--- config.mk ---
export PLATFORM = sky130hd
export DESIGN_NAME = pipe_if_stage
export DESIGN_NICKNAME = d
export VERILOG_FILES = /design/src/rtl/pipe_if_stage.sv
export SDC_FILE = /design/constraint.sdc
export NUM_CORES = 1
export LEC_CHECK = 0
export ABC_AREA = 1
export BUFFER_PORTS_ARGS = -buffer_cell sky130_fd_sc_hd__buf_2
export CAP_MARGIN = 15
export CORE_ASPECT_RATIO = 0.7
export CORE_MARGIN = 3
export CORE_UTILIZATION = 55
export CTS_CLUSTER_DIAMETER = 120
export CTS_CLUSTER_SIZE = 14
export DETAILED_ROUTE_END_ITERATION = 8
export PLACE_DENSITY = 0.83
export SYNTH_ARGS = -nofsm -noshare
export SYNTH_HDL_FRONTEND = slang
export SYNTH_SLANG_ARGS = --single-unit
--- constraint.sdc ---
create_clock -name clock -period 17.75 [get_ports clock]
set_clock_uncertainty 0.15 [all_clocks]
set_input_delay 2.6625 -clock clock [delete_from_list [all_inputs] [get_ports clock]]
set_output_delay 2.6625 -clock clock [all_outputs]
set_load 0.005 [all_outputs]
--- src/rtl/pipe_if_stage.sv ---
// Instruction-fetch stage: PC register, next-PC selection, handshaked imem port and IF/ID register.
// Define IF_DELAY_SLOT_EN for MIPS delay-slot semantics; by default the slot after a taken redirect is squashed.
module pipe_if_stage #(
   parameter logic [31:0] RESET_PC = 32'h0000_0000,
   parameter logic [31:0] NOP_INST = 32'h0000_0000
) (
   input  logic        clock,
   input  logic        resetn,
   input  logic [1:0]  pcsource,
   input  logic [31:0] bpc,
   input  logic [31:0] rpc,
   input  logic [31:0] jpc,
   input  logic        id_stall,
   output logic        imem_req,
   output logic [31:0] imem_addr,
   input  logic [31:0] imem_rdata,
   input  logic        imem_ready,
   output logic [31:0] dinst,
   output logic [31:0] dpc4,
   output logic        dvalid,
   output logic        if_busy
);

`ifdef IF_DELAY_SLOT_EN
   localparam logic SQUASH = 1'b0;
`else
   localparam logic SQUASH = 1'b1;
`endif

   typedef enum logic {FETCH = 1'b0, HOLD = 1'b1} state_t;

   state_t      state, state_nxt;
   logic [31:0] pc, pc_nxt, pc4;
   logic [31:0] tgt_raw, target;
   logic [31:0] redir_tgt;
   logic        redir_pend, pend_set;
   logic        complete, consume, accept, redirect, discard;
   logic        load_mem, load_hold, to_hold;
   logic [31:0] hold_inst_p1, hold_pc4_p1;

   always_ff @(posedge clock) begin
      if (!resetn)
         state <= FETCH;
      else
         state <= state_nxt;
   end

   always_comb begin
      state_nxt = state;
      pc_nxt    = pc;
      pend_set  = 1'b0;

      case (pcsource)
         2'b10:   tgt_raw = rpc;
         2'b11:   tgt_raw = jpc;
         default: tgt_raw = bpc;
      endcase
      target = tgt_raw & 32'hFFFF_FFFC;
      pc4    = pc + 32'd4;

      // reset gates the request combinationally so no transfer can start in a reset cycle
      imem_req = resetn & (state == FETCH);
      complete = imem_req & imem_ready;
      consume  = dvalid & ~id_stall;
      accept   = ~dvalid | ~id_stall;
      redirect = consume & (pcsource != 2'b00);

      // a completing slot is dropped when squashing and a redirect applies to it now or is pending
      discard   = SQUASH & complete & (redirect | redir_pend);
      load_mem  = complete & accept & ~discard;
      to_hold   = complete & ~accept & ~discard;
      load_hold = (state == HOLD) & ~id_stall & ~(SQUASH & redirect);

      case (state)
         FETCH: begin
            if (complete) begin
               if (redirect)
                  pc_nxt = target;
               else if (redir_pend)
                  pc_nxt = redir_tgt;
               else
                  pc_nxt = pc4;
               if (to_hold)
                  state_nxt = HOLD;
            end else if (redirect) begin
               // address must not change under an in-flight request
               pend_set = 1'b1;
            end
         end
         HOLD: begin
            if (!id_stall) begin
               state_nxt = FETCH;
               if (redirect)
                  pc_nxt = target;
            end
         end
      endcase
   end

   always_ff @(posedge clock) begin
      if (!resetn) begin
         pc         <= RESET_PC;
         redir_pend <= 1'b0;
         dvalid     <= 1'b0;
         dinst      <= NOP_INST;
         dpc4       <= 32'd0;
      end else begin
         pc <= pc_nxt;
         if (complete)
            redir_pend <= 1'b0;
         else if (pend_set)
            redir_pend <= 1'b1;

         if (load_mem) begin
            dinst  <= imem_rdata;
            dpc4   <= pc4;
            dvalid <= 1'b1;
         end else if (load_hold) begin
            dinst  <= hold_inst_p1;
            dpc4   <= hold_pc4_p1;
            dvalid <= 1'b1;
         end else if (consume) begin
            dinst  <= NOP_INST;
            dvalid <= 1'b0;
         end
      end
   end

   // hold buffer and pending target are pure data; emptiness is tracked by state / redir_pend
   always_ff @(posedge clock) begin
      if (pend_set)
         redir_tgt <= target;
      if (to_hold) begin
         hold_inst_p1 <= imem_rdata;
         hold_pc4_p1  <= pc4;
      end
   end

   assign imem_addr = pc;
   assign if_busy   = ((state == FETCH) & ~imem_ready) | (state == HOLD);

endmodule
==> impl_metrics.ini <==
[run_status]
status = finished, final reports clean

[layout]
fin_util_pct = 68.96
synthToLayoutAreaGrowth_pct = 20.48
nets = 1400
multi_input_area_um2 = 3433
drive_above_1_share_pct = 22.69
seqCellArea_um2 = 4664
final_common_cell = nand2_1
layout_common_cells = 446 x nand2_1, 222 x buf_2, 95 x dfxtp_1
finalNonFillerCells = 1473
diodes = 0
fill_cells = 1255
fin_area_um2 = 10340

[cts]
root_buffer = clkbuf_16
clock_latency_ps = 440
cts_tree = built
cts.hold.buffers_added = 0
cts_setup_buffers = 0
path_clk_slew_ps = 70
cts_htree_levels = 4
cts-buffers-inserted = 17
clockBufferDepth = 2
numClockSinks = 187
ctsResizeCount = 0

[yosys]
ys_seq_area_share_pct = 54.33
syn_inst = 1070
synth_simple_gate_area_share_pct = 26.51
synth-compound-area-share_pct = 11.28
ys_top_cells_by_area = edfxtp_1 32%, dfxtp_1 22%, nand2_1 19%, a31oi_1 4.4%, a21oi_1 4.1%
muxShareOfSynthArea_pct = 0.1166
synth-adder-area-share_pct = 0.1457
synth-xor-area-share_pct = 1.618
avgSynthCellArea_um2 = 8.024
yosysTopAreaCellShare_pct = 32.18
netlist_area_um2 = 8586
synth_cell_type_count = 32
synth_seq_cells = 187
synth-warning-count = 0
synth_top_family_by_area = simple AND/OR/NAND/NOR gates
yosysTopAreaCell = edfxtp_1

[power_and_ir_drop]
switching_share_pct = 26.67
p_sw_uw = 252.5
p_int_uw = 694.3
power.leakage_uw = 0.004549
pwr-share-comb_pct = 9.8
clockPowerShare_pct = 40.0
total_power_uw = 946.8
p_seq_share_pct = 50.2
vdd_drop_max_uv = 71.09
p_per_area_nw_per_um2 = 91.54

[sta]
worst_pin_slew_ps = 1121
slew_headroom_pct = 25.28
clock.fmax_mhz = 163.8
setup_violations = 0
rsz0062_at_grt = false
drv_slew = 0
fin_crit_sh_pct = 34.40
hold_violations = 0
fin_setup_tns_ps = 0
period_needed_ps = 6107

[worst_setup_path]
startpoint_type = input port
worstSetupPathType = input port to primary output
cp.required_ps = 14940
timing.rr.start = redir_pend
r2r_setup_slack_ps = 14520
cp_max_fo = 18
cp-end-kind = primary output
reg2reg_to = dpc4[8]
reg2reg_depth = 6
cp.arrival_ps = 3290

[floorplan]
rows = 37
initial_utilization_pct = 57.24
core_area_um2 = 15000
die_y_um = 110.5
dieArea_um2 = 17170
die_w_um = 155.3
ios = 233

[routing]
drtIter0Drc = 801
viasPerCell = 5.400
ant_nets = 0
wirelength_um = 23160
routedWlPerCell_um = 15.72
via_count = 7954
dr.pass1.iters = 6
drc = 0

[worst_hold_path]
hold_depth = 2
hold_path.startpoint = dpc4[6]
holdPathEnd = dpc4[6]
hp-class = flip-flop to flip-flop

[global_routing]
grtUsageTotal_pct = 26.48
overflow = 0
grt_max_degree = 79
grt_pass1_wl_um = 36800
antenna_found_initial = 0
grt_pass1_vias = 7234

[placed_design]
gp_congestion = 0.9026
dpl_cell_area_um2 = 9746
placed_cells = 1440
io_buffers = 222
dp_hpwl_um = 15640

[run]
maxCapViolCount = 0
-- how the worst max path moves through the flow --
stage	startpoint	to	slack, ps	cells after the start
after floorplan	id_stall	hold_inst_p1[0]	9820	6
after global placement	resetn	imem_req	11640	4
after detailed placement	resetn	imem_req	11640	4
after CTS	resetn	imem_req	11640	4
after global routing	resetn	imem_req	11600	4
final	resetn	imem_req	11640	4
-- worst max-delay path, stage by stage --
cell and delay [ps]:
buf_2 310, inv_2 90, nor2_4 100, buf_2 120
-- area by class of cell --
type / count / share of cell area, %
clock inverter: 14 / 1.427
sequential: 187 / 45.09
timing repair buffer: 231 / 11.43
clock buffer: 18 / 4.246
inverter: 62 / 2.250
tap: 195 / 2.359
multi-input combinational: 766 / 33.19
-- layer usage --
layer / share of wire, % / vias to the layer above / routed length [um] / track usage [%]
li1: - / 3903 / - / -
met1: 44 / 3659 / 10100 / 37.93
met2: 45 / 350 / 10470 / 40.43
met3: 9.3 / 42 / 2150 / 6.345
met4: 1.9 / 0 / 440 / 7.289
met5: 0 / - / 0 / 0
-- registers in the layout, indices dropped and copies added (netlist names) --
name	count
dinst	32
dpc4	30
dvalid	1
hold_inst_p1	32
hold_pc4_p1	30
imem_addr	30
redir_pend	1
redir_tgt	30
state	1
-- per-stage QoR --
step           hold WS [ps]  setup slack (ps)
6_report              325.0             11640
5_1_grt               344.1             11600
4_1_cts               326.6             11640
3_5_place_dp          315.4             11640
3_3_place_gp          312.2             11640
2_1_floorplan         319.8              9815
-- cell usage after synthesis --
library cell / n
o21ai_2: 1
xor2_1: 8
nand3_1: 30
inv_1: 55
nor2_4: 5
nand4_2: 1
xnor2_1: 6
dfxtp_1: 95
edfxtp_1: 92
nand3b_1: 5
nor2_2: 4
nand2_1: 446
nor3_1: 3
inv_2: 7
o21ai_0: 33
clkbuf_1: 33
nor2_1: 68
o211ai_1: 1
a311oi_2: 1
o21ai_1: 8
buf_6: 3
conb_1: 1
ha_1: 1
mux2i_1: 1
buf_4: 5
buf_2: 16
and2_1: 4
a21oi_1: 70
a31oi_1: 61
buf_1: 1
nand2_2: 4
xor2_2: 1
-- logic make-up after synthesis --
family	Yosys count
buffers and inverters	120
AO/OA/AOI/OAI	175
AND/OR/NAND/NOR	570
other	1
adder cells (fa/ha/maj)	1
flip-flops	187
XOR/XNOR	15
multiplexers	1
-- power by group through the flow --
stage | logic [uW] | registers [uW] | clock network [uW]
floorplan | 52.0 | 485 | 0
global placement | 89.8 | 485 | 0
detailed placement | 91.8 | 485 | 0
CTS | 92.5 | 475 | 379
global route | 104 | 477 | 396
finish | 92.6 | 476 | 379
(Power assumes the default switching activity.)
